File: config.mk
export PLATFORM = sky130hd
export DESIGN_NAME = multicycle_sequencer
export DESIGN_NICKNAME = d
export VERILOG_FILES = /design/src/rtl/seq_pkg.sv /design/src/rtl/opcode_class_decode.sv /design/src/rtl/multicycle_sequencer.sv
export SDC_FILE = /design/constraint.sdc
export NUM_CORES = 1
export LEC_CHECK = 0
export ABC_AREA = 1
export CORE_ASPECT_RATIO = 1.5
export CORE_MARGIN = 3
export CORE_UTILIZATION = 49
export DETAILED_ROUTE_END_ITERATION = 6
export PLACE_DENSITY = 0.79
export REMOVE_ABC_BUFFERS = 1
export SETUP_SLACK_MARGIN = 0.3
export SYNTH_ARGS = -nofsm -noshare
export SYNTH_HDL_FRONTEND = slang
export SYNTH_SLANG_ARGS = --single-unit
File: constraint.sdc
create_clock -name clk -period 2.03 [get_ports clk]
set_input_delay 0.203 -clock clk [delete_from_list [all_inputs] [get_ports clk]]
set_output_delay 0.203 -clock clk [all_outputs]
set_load 0.005 [all_outputs]
File: src/rtl/seq_pkg.sv
// ----------------------------------------------------------------------------
// seq_pkg
// Shared definitions for the multi-cycle control sequencer:
//   - the opcodes the sequencer recognises (IR[6:0])
//   - the instruction class enum produced by the opcode decoder
//   - the sequencer state enum
//   - the two ALU operation codes driven on aluop
//   - a helper that says whether a class needs a data-memory phase
// ----------------------------------------------------------------------------
package seq_pkg;

    localparam logic [6:0] OP_LOAD  = 7'b0000011;
    localparam logic [6:0] OP_STORE = 7'b0100011;
    localparam logic [6:0] OP_RTYPE = 7'b0110011;
    localparam logic [6:0] OP_ITYPE = 7'b0010011;

    localparam logic [1:0] ALUOP_ADD   = 2'b00;
    localparam logic [1:0] ALUOP_RTYPE = 2'b10;

    typedef enum logic [2:0] {
        CLS_LOAD    = 3'd0,
        CLS_STORE   = 3'd1,
        CLS_RTYPE   = 3'd2,
        CLS_ITYPE   = 3'd3,
        CLS_ILLEGAL = 3'd4
    } instr_class_t;

    typedef enum logic [2:0] {
        ST_IDLE   = 3'd0,
        ST_FETCH  = 3'd1,
        ST_DECODE = 3'd2,
        ST_EXEC   = 3'd3,
        ST_MEM    = 3'd4,
        ST_WB     = 3'd5,
        ST_FAULT  = 3'd6
    } seq_state_t;

    // Classes that go through the data-memory phase after EXEC.
    function automatic logic class_uses_mem(input instr_class_t cls);
        return (cls == CLS_LOAD) || (cls == CLS_STORE);
    endfunction

endpackage

File: src/rtl/opcode_class_decode.sv
// ----------------------------------------------------------------------------
// opcode_class_decode
// Purely combinational opcode -> instruction class decode. Anything that is
// not one of the four supported opcodes maps to CLS_ILLEGAL.
// Ports:
//   i_opcode  in  7  IR[6:0]
//   o_class   out 3  instr_class_t encoding
// ----------------------------------------------------------------------------
module opcode_class_decode
    import seq_pkg::*;
(
    input  logic [6:0] i_opcode,
    output logic [2:0] o_class
);

    // Map the opcode to its class; unknown encodings are illegal.
    always_comb begin
        o_class = CLS_ILLEGAL;
        case (i_opcode)
            OP_LOAD:  o_class = CLS_LOAD;
            OP_STORE: o_class = CLS_STORE;
            OP_RTYPE: o_class = CLS_RTYPE;
            OP_ITYPE: o_class = CLS_ITYPE;
            default:  o_class = CLS_ILLEGAL;
        endcase
    end

endmodule

File: src/rtl/multicycle_sequencer.sv
// ----------------------------------------------------------------------------
// multicycle_sequencer
// Multi-cycle control sequencer for the 8-bit datapath. Each instruction walks
// FETCH -> DECODE -> EXEC -> (MEM) -> (WB); datapath controls are decoded from
// the registered state and the registered instruction class. Only ir_write,
// pc_write and instr_done also depend on the current cycle's memory ack.
// Illegal opcodes and memory requests left unacknowledged for MEM_TIMEOUT
// cycles park the sequencer in FAULT until clear_fault.
// Parameters:
//   MEM_TIMEOUT  cycles a request may stay unacknowledged (>= 1)
//   CNT_W        width of the retired-instruction counter
// Ports:
//   clk, rst_n            clock, asynchronous active-low reset
//   en                    run instructions while high
//   clear_fault           pulse, FAULT -> IDLE
//   opcode[6:0]           IR[6:0], valid the cycle after ir_write
//   imem_req / imem_ack   instruction fetch handshake
//   dmem_req / dmem_ack   data access handshake
//   ir_write, pc_write    IR load / PC advance strobes
//   memread, memwrite     data memory direction
//   memtoreg, alu_src     writeback source / ALU B source
//   regwrite, aluop[1:0]  register write enable / ALU operation
//   busy, instr_done      activity level / retirement pulse
//   illegal_op, bus_error fault cause flags (held while in FAULT)
//   instr_count           retired instruction count, wraps
// ----------------------------------------------------------------------------
module multicycle_sequencer
    import seq_pkg::*;
#(
    parameter int MEM_TIMEOUT = 15,
    parameter int CNT_W       = 16
)
(
    input  logic             clk,
    input  logic             rst_n,
    input  logic             en,
    input  logic             clear_fault,
    input  logic [6:0]       opcode,
    output logic             imem_req,
    input  logic             imem_ack,
    output logic             dmem_req,
    input  logic             dmem_ack,
    output logic             ir_write,
    output logic             pc_write,
    output logic             memread,
    output logic             memwrite,
    output logic             memtoreg,
    output logic             alu_src,
    output logic             regwrite,
    output logic [1:0]       aluop,
    output logic             busy,
    output logic             instr_done,
    output logic             illegal_op,
    output logic             bus_error,
    output logic [CNT_W-1:0] instr_count
);

    localparam int                WAIT_W    = $clog2(MEM_TIMEOUT + 1);
    // Last count value that may still be followed by an ack without faulting.
    localparam logic [WAIT_W-1:0] WAIT_LAST = WAIT_W'(MEM_TIMEOUT - 1);
    localparam logic [WAIT_W-1:0] WAIT_ONE  = WAIT_W'(1);
    localparam logic [CNT_W-1:0]  CNT_ONE   = CNT_W'(1);

    seq_state_t         r_state;
    seq_state_t         w_next;
    instr_class_t       r_class;
    instr_class_t       w_class;
    logic [2:0]         w_class_raw;
    logic [WAIT_W-1:0]  r_wait;
    logic               r_illegal;
    logic               r_bus_err;
    logic [CNT_W-1:0]   r_count;
    logic               w_req;
    logic               w_ack;
    logic               w_timeout;
    logic               w_retire;

    opcode_class_decode u_decode (
        .i_opcode (opcode),
        .o_class  (w_class_raw)
    );

    assign w_class = instr_class_t'(w_class_raw);

    // Handshake bookkeeping: outstanding request, its ack, timeout and retirement.
    always_comb begin
        w_req     = (r_state == ST_FETCH) || (r_state == ST_MEM);
        w_ack     = ((r_state == ST_FETCH) && imem_ack) ||
                    ((r_state == ST_MEM) && dmem_ack);
        // An ack arriving on the final allowed cycle wins over the timeout.
        w_timeout = w_req && !w_ack && (r_wait == WAIT_LAST);
        w_retire  = (r_state == ST_WB) ||
                    ((r_state == ST_MEM) && (r_class == CLS_STORE) && dmem_ack);
    end

    // State register.
    always_ff @(posedge clk or negedge rst_n) begin
        if (!rst_n) begin
            r_state <= ST_IDLE;
        end else begin
            r_state <= w_next;
        end
    end

    // Next-state logic.
    always_comb begin
        w_next = r_state;
        case (r_state)
            ST_IDLE: begin
                if (en) w_next = ST_FETCH;
                else    w_next = ST_IDLE;
            end
            ST_FETCH: begin
                if (imem_ack)       w_next = ST_DECODE;
                else if (w_timeout) w_next = ST_FAULT;
                else                w_next = ST_FETCH;
            end
            ST_DECODE: begin
                if (w_class == CLS_ILLEGAL) w_next = ST_FAULT;
                else                        w_next = ST_EXEC;
            end
            ST_EXEC: begin
                if (class_uses_mem(r_class)) w_next = ST_MEM;
                else                         w_next = ST_WB;
            end
            ST_MEM: begin
                if (dmem_ack) begin
                    // A load still has to write back; a store retires here.
                    if (r_class == CLS_LOAD) w_next = ST_WB;
                    else if (en)             w_next = ST_FETCH;
                    else                     w_next = ST_IDLE;
                end else if (w_timeout) begin
                    w_next = ST_FAULT;
                end else begin
                    w_next = ST_MEM;
                end
            end
            ST_WB: begin
                if (en) w_next = ST_FETCH;
                else    w_next = ST_IDLE;
            end
            ST_FAULT: begin
                if (clear_fault) w_next = ST_IDLE;
                else             w_next = ST_FAULT;
            end
            default: w_next = ST_IDLE;
        endcase
    end

    // Instruction class register, captured while the opcode is valid in DECODE.
    always_ff @(posedge clk or negedge rst_n) begin
        if (!rst_n) begin
            r_class <= CLS_ILLEGAL;
        end else if (r_state == ST_DECODE) begin
            r_class <= w_class;
        end else begin
            r_class <= r_class;
        end
    end

    // Request wait counter: counts unacked request cycles, cleared on any state change.
    always_ff @(posedge clk or negedge rst_n) begin
        if (!rst_n) begin
            r_wait <= '0;
        end else if (w_next != r_state) begin
            r_wait <= '0;
        end else if (w_req && !w_ack) begin
            r_wait <= r_wait + WAIT_ONE;
        end else begin
            r_wait <= '0;
        end
    end

    // Fault cause flags: set on entry to FAULT, held there, cleared on exit.
    always_ff @(posedge clk or negedge rst_n) begin
        if (!rst_n) begin
            r_illegal <= 1'b0;
            r_bus_err <= 1'b0;
        end else if (r_state == ST_FAULT) begin
            if (clear_fault) begin
                r_illegal <= 1'b0;
                r_bus_err <= 1'b0;
            end else begin
                r_illegal <= r_illegal;
                r_bus_err <= r_bus_err;
            end
        end else begin
            r_illegal <= (r_state == ST_DECODE) && (w_class == CLS_ILLEGAL);
            r_bus_err <= w_timeout;
        end
    end

    // Retired-instruction counter, wraps naturally at all-ones.
    always_ff @(posedge clk or negedge rst_n) begin
        if (!rst_n) begin
            r_count <= '0;
        end else if (w_retire) begin
            r_count <= r_count + CNT_ONE;
        end else begin
            r_count <= r_count;
        end
    end

    // Output decode from registered state and class.
    always_comb begin
        imem_req    = 1'b0;
        dmem_req    = 1'b0;
        ir_write    = 1'b0;
        pc_write    = 1'b0;
        memread     = 1'b0;
        memwrite    = 1'b0;
        memtoreg    = 1'b0;
        alu_src     = 1'b0;
        regwrite    = 1'b0;
        aluop       = ALUOP_ADD;
        instr_done  = 1'b0;
        busy        = (r_state != ST_IDLE) && (r_state != ST_FAULT);
        illegal_op  = r_illegal;
        bus_error   = r_bus_err;
        instr_count = r_count;
        case (r_state)
            ST_FETCH: begin
                imem_req = 1'b1;
                ir_write = imem_ack;
            end
            ST_EXEC: begin
                alu_src = (r_class != CLS_RTYPE);
                aluop   = (r_class == CLS_RTYPE) ? ALUOP_RTYPE : ALUOP_ADD;
            end
            ST_MEM: begin
                // Address is base + immediate, so the ALU keeps the immediate operand.
                dmem_req   = 1'b1;
                alu_src    = 1'b1;
                memread    = (r_class == CLS_LOAD);
                memwrite   = (r_class == CLS_STORE);
                pc_write   = w_retire;
                instr_done = w_retire;
            end
            ST_WB: begin
                regwrite   = 1'b1;
                memtoreg   = (r_class == CLS_LOAD);
                pc_write   = 1'b1;
                instr_done = 1'b1;
            end
            default: begin
                imem_req = 1'b0;
            end
        endcase
    end

endmodule
# Yosys cells after proc, flatten, opt, wreduce, memory -nomap -nowiden
# Cells that the tools add are included.
# totals
in_bits,13
elab_cells,70
out_inout_bits,31
register_bits,28
# classes
muxes,27
reduce_logical,17
eq_ne,18
addsub,2
# ops
op,n
3-bit 2-to-1 mux,6
3-bit case mux with 6 select lines,1
"16-bit by 1-bit adder with 16-bit output, second input constant",1
"7-bit by 6-bit equality test with 1-bit output, second input constant",2
"3-bit equality test, second input constant",4
1-bit 2-to-1 mux,12
3-bit case mux with 4 select lines,1
"3-bit by 2-bit equality test with 1-bit output, second input constant",3
1-bit logical AND,8
4-bit 2-to-1 mux,2
"7-bit by 2-bit equality test with 1-bit output, second input constant",1
"7-bit by 5-bit equality test with 1-bit output, second input constant",1
"3-bit by 1-bit equality test with 1-bit output, second input constant",2
3-bit zero test,2
2-bit 2-to-1 mux,3
"4-bit by 1-bit adder with 4-bit output, second input constant",1
"4-bit equality test, second input constant",1
1-bit logical OR,4
1-bit case mux with 2 select lines,2
"3-bit by 2-bit != test with 1-bit output, second input constant",1
3-bit != test,1
"3-bit != test, second input constant",1
3-bit nonzero test,1
"2-bit != test, second input constant",1
other kinds (2),2

# Depth between registers and ports, before layout
# logic_depth
ltp_word,11
ltp_mapped,12
ltp_nobuf,12

# Cells and area by module
# A second synthesis with hierarchy kept.
# hier_totals
cells_unflattened,228
hier_area_um2,1747.9
# by_module_without_submodules
mod,area_each_um2,cells_each,n_inst
multicycle_sequencer,1701.6,220,1
opcode_class_decode,46.3,8,1

# Worst setup path after synthesis
# No wires, ideal clock.
# synth_timing
kind,reg-to-reg
start,reg r_state[0]
end,"reg r_count[1], in the netlist instr_count[1]"
arrival_ns,1.358
path_stages_with_launch,8
path_slack_ns,0.547
t_required_ns,1.905
cell_sequence,dfrtp_1 -> inv_2 -> nand2_2 -> nor2_4 -> nand4_4 -> nand2_4 -> buf_6 -> mux2_4
# synth_via
elab_chain_cells,4
elab_cells_between_ends,5
# synth_rtl
item,line,source
from (decl),multicycle_sequencer.sv:64,seq_state_t r_state;
from (signal assigned),multicycle_sequencer.sv:101,r_state <= w_next;
3-bit equality test,multicycle_sequencer.sv:93,((r_state == ST_MEM) && (r_class == CLS_STORE) && dmem_ack);
1-bit logical AND (2 in series),multicycle_sequencer.sv:93,
1-bit logical OR (*),multicycle_sequencer.sv:92,w_retire = (r_state == ST_WB) ||
to (signal assigned),multicycle_sequencer.sv:198,r_count <= r_count + CNT_ONE;
to (signal assigned),multicycle_sequencer.sv:200,r_count <= r_count;
to (decl),multicycle_sequencer.sv:72,logic [CNT_W-1:0] r_count;
# Mark *: on every way between the ends. The rest lies on a longest branch, timed or not.
# A chain may end at the register's enable or synchronous reset.

# Worst setup path after layout
# layout_timing
start,reg r_state[2]
end,out alu_src
# layout_via
elab_chain_cells,2
elab_cells_between_ends,3
# layout_rtl
item,line,source
3-bit equality test or 3-bit by 2-bit equality test with 1-bit output (tied branches),multicycle_sequencer.sv:221,case (r_state)
1-bit case mux with 2 select lines (*),multicycle_sequencer.sv:221,
to (decl),multicycle_sequencer.sv:48,"output logic alu_src,"
# Marks and branches as above.

==> results.md <==
- Status: completed
- Synth Cell Area: 1810 um^2
- Remaining DRCs: 0
- CTS root buf: clkbuf_8
- FMAX: around 530 MHz
- Buf/Inv on CP: 2
- CP max stage cell: clkdlybuf4s50_1
- Tcrit/Tclk final: 92.5%
- Sw frac: between 40% and 50%
- Leak: between 1 and 1.5 nW
- Psw: 1.06 mW
- Die ar.: between 4000 and 5000 um^2
- Worst setup EP type: output port
- Nets@finish: ~310
- Die width: 55.6 um
- TNS Setup: 0 ps
- CP Launch Type: flip-flop
- Seq/Total Area, Yosys: between 30% and 40%
- Post-DP Area: 2260 um^2
- FF+latch count, synth: 28
- Setup ws final: 152 ps
- First-pass DRT Iterations: 4
- Reg2Reg Launch Point: r_state[0]$_DFF_PN0_
- Count of boundary I/O pins: between 40 and 50
- IO Port Bufs: 42
- DR iter-0 viols: just under 60
- CTS max path bufs: 2
- Placer Congestion: 0.952
- Initial antenna violation count: 0
- Vias/cell: 5.29
- Post-DP HPWL: approximately 3200 um
- Min Hold Slack: 302 ps
- MaxCap Viol Count: 0
- Logic gate share of total power: 54.3%
- Reg2reg path depth: 9
- Flop pwr share: 32.1%
- Clock sinks: 28
- # fillers: 260
- Critical path arrival: 1680 ps
- CP top delay family: buffers and inverters
- Vias in the first global route: 1719
- Internal power: roughly 1.5 mW
- RSZ-0062 raised after global routing: yes
- Reg2reg end: instr_count[1]$_DFFE_PN0N_
- CTS H-tree lvls: 1
- Cell Chain, Critical Path: inv_4, nand3_1, o21ai_1, clkdlybuf4s50_1
- Worst setup endpoint: alu_src
- VDD IR max: roughly 0.00089 V
- Mean Syn Cell Area: 7.79 um^2
- Synth-to-Final Area Change: 43.9%
- WP data required: 1830 ps
- Drt total wl: 4630 um
- Final ANT Viol Nets: 0
- CTS tree: built
- Largest net degree at the start of global routing: 29
- Levels on crit path: 4
- Clock slew at reported path FFs: 100 ps
- Post-synth cell types: 33
- Worst path max stage delay: 520 ps
- Fin. Hold Viols: 0
- Max-slew violations: 0
- HP Class: in2async
- Cells after Synth: 232
- Chip height: 80.4 um
- Synth warn: 0
- Vias: ~1800
- Initial Utilization: 51.9%
- Pre-CTS setup slack: 253 ps
- First-pass GRT wire length: 7490 um
- Final setup fails: 0
- TritonCTS buffer count: 3
- Global-route usage over all layers: 20.9%
- Clk_skew: roughly 3.1 ps
- Diodes inserted: 0
- Reg2Reg Setup Slack: about 330 ps
- PwrDens: 994 nW/um^2
- Layout cells sized above 1: 24.0%
- Crit path max fanout: 6
- Average wire per standard cell: ~14 um
- CP Class: reg2out
- Worst skew pair latency: ~270 ps
- Grt total ovfl: 0
- Clock share of power: 13.5%
- Placeable Area: 3480 um^2
- Hold-fix buffers, CTS: 0
- Final min period: 1880 ps
- # rows: 26
- Worst setup path start: r_state[2]$_DFF_PN0_
- Final instance area: 2600 um^2
==> cell usage after synthesis, drive strengths merged <==
master	number	share of area, %
nor4	1	0.35
ha	3	2.1
dfstp	1	1.5
o21ai	11	3.0
o21bai	1	0.42
nand3	20	6.4
nand4	8	3.9
buf	5	2.4
inv	35	7.4
and2	1	0.35
dfrtp	27	37
nand3b	1	0.62
mux2	1	0.83
nor3	5	1.4
nand2	57	13
o22ai	2	0.69
xor2	14	6.8
xnor2	3	1.9
nor2	34	8.9
conb	1	0.21
o21a	1	0.42
==> worst min path at each step <==
| stage | endpoint | slack (ps) | startpoint |
|---|---|---|---|
| finish | instr_count[2]$_DFFE_PN0N_ | 300 | rst_n |
| global route | instr_count[2]$_DFFE_PN0N_ | 330 | rst_n |
| CTS | instr_count[2]$_DFFE_PN0N_ | 310 | rst_n |
| detailed placement | instr_count[4]$_DFFE_PN0N_ | 520 | instr_count[4]$_DFFE_PN0N_ |
| global placement | instr_count[3]$_DFFE_PN0N_ | 510 | instr_count[3]$_DFFE_PN0N_ |
| floorplan | bus_error$_DFFE_PN0P_ | -90 | rst_n |
==> sequential cells by signal (all words and copies together) (netlist names) <==
register / count
bus_error: 1
r_state: 3
instr_count: 16
illegal_op: 1
r_class: 3
r_wait: 4
==> cell families (layout without fill, tap and decap cells) <==
kind of cell / Yosys count / after routing / synth area share, %
xor gates and xnor gates: 17 / 17 / 8.65
AOI/OAI and AO/OA: 15 / 15 / 4.57
buffers and inverters: 40 / 104 / 9.76
other: 1 / 1 / 0.207
adders and majority gates: 3 / 3 / 2.08
and+or+nand+nor: 127 / 127 / 35.1
muxes: 1 / 1 / 0.830
DFF: 28 / 28 / 38.8
==> placed cells by master (no fill, tap or decap), types with 2 or more instances in the layout <==
cell type / Yosys / layout
nand2_1: 49 / 46
clkbuf_2: 0 / 2
nand4_1: 6 / 6
ha_1: 3 / 3
inv_1: 31 / 29
nor3_1: 5 / 4
nor2_4: 3 / 5
clkdlybuf4s50_1: 0 / 31
xnor2_1: 2 / 2
dlygate4sd2_1: 0 / 5
nor2_2: 4 / 4
inv_4: 1 / 3
xor2_1: 14 / 14
o21ai_0: 11 / 10
buf_6: 2 / 4
nor2_1: 27 / 25
o22ai_1: 2 / 2
nand3_1: 17 / 15
inv_2: 3 / 3
buf_12: 0 / 2
nand2_2: 7 / 8
nand2_4: 1 / 3
nand3_2: 3 / 3
buf_4: 2 / 17
dlymetal6s2s_1: 0 / 2
clkbuf_8: 0 / 4
nand3_4: 0 / 2
dfrtp_2: 0 / 2
dfrtp_1: 27 / 25
==> per-stage QoR <==
step	total power, mW	utilization (%)	instances
finish	2.59	74.7	338
global route	2.75	74.7	338
CTS	2.31	69.3	327
detailed placement	1.85	65.0	314
global placement	1.84	65.0	314
floorplan	1.41	-	227
==> power groups by stage <==
stage                     combinational, mW  sequential, mW  clock (mW)
after floorplan                       0.605           0.806           0
after global placement                 1.03           0.804           0
after detailed placement               1.04           0.810           0
after CTS                              1.14           0.813       0.353
after global routing                   1.52           0.849       0.384
final                                  1.41           0.831       0.349
==> routing by layer <==
layer	global-route usage (%)	up-vias	share of wire, %
li1	-	855	-
met1	22.1	844	36
met2	39.5	69	55
met3	3.86	19	5.8
met4	9.73	0	3.0
met5	0	-	0
==> area by class of cell <==
type                    count  area (um^2)  share of cell area (%)
well taps                  42         52.6                    2.02
multi-input cells         164         1010                    39.0
inverters                  35          139                    5.34
flip-flops and latches     28          704                    27.1
clock buffers               4         55.1                    2.12
repair buffers             65          637                    24.5
==> worst reg2reg max path: stages (launching register included) <==
cell     delay (ps)
dfrtp_2         500
inv_4           110
nand2_4          50
nor2_4          120
buf_6           120
nand4_4          80
nand2_4         120
buf_12          120
buf_12           90
mux2_4          290
==> what timing repair did <==
| item | 4_1_cts | 5_1_grt |
|---|---|---|
| buffers inserted | 9 | 10 |
| endpoints found under the hold margin | 0 | 0 |
| gates resized for setup | 21 | 28 |
| endpoints found under the setup margin | 14 | 17 |
| cloned | 0 | 1 |
| pin swaps | 1 | 7 |
Note: power is estimated with default switching activity, not from simulation.
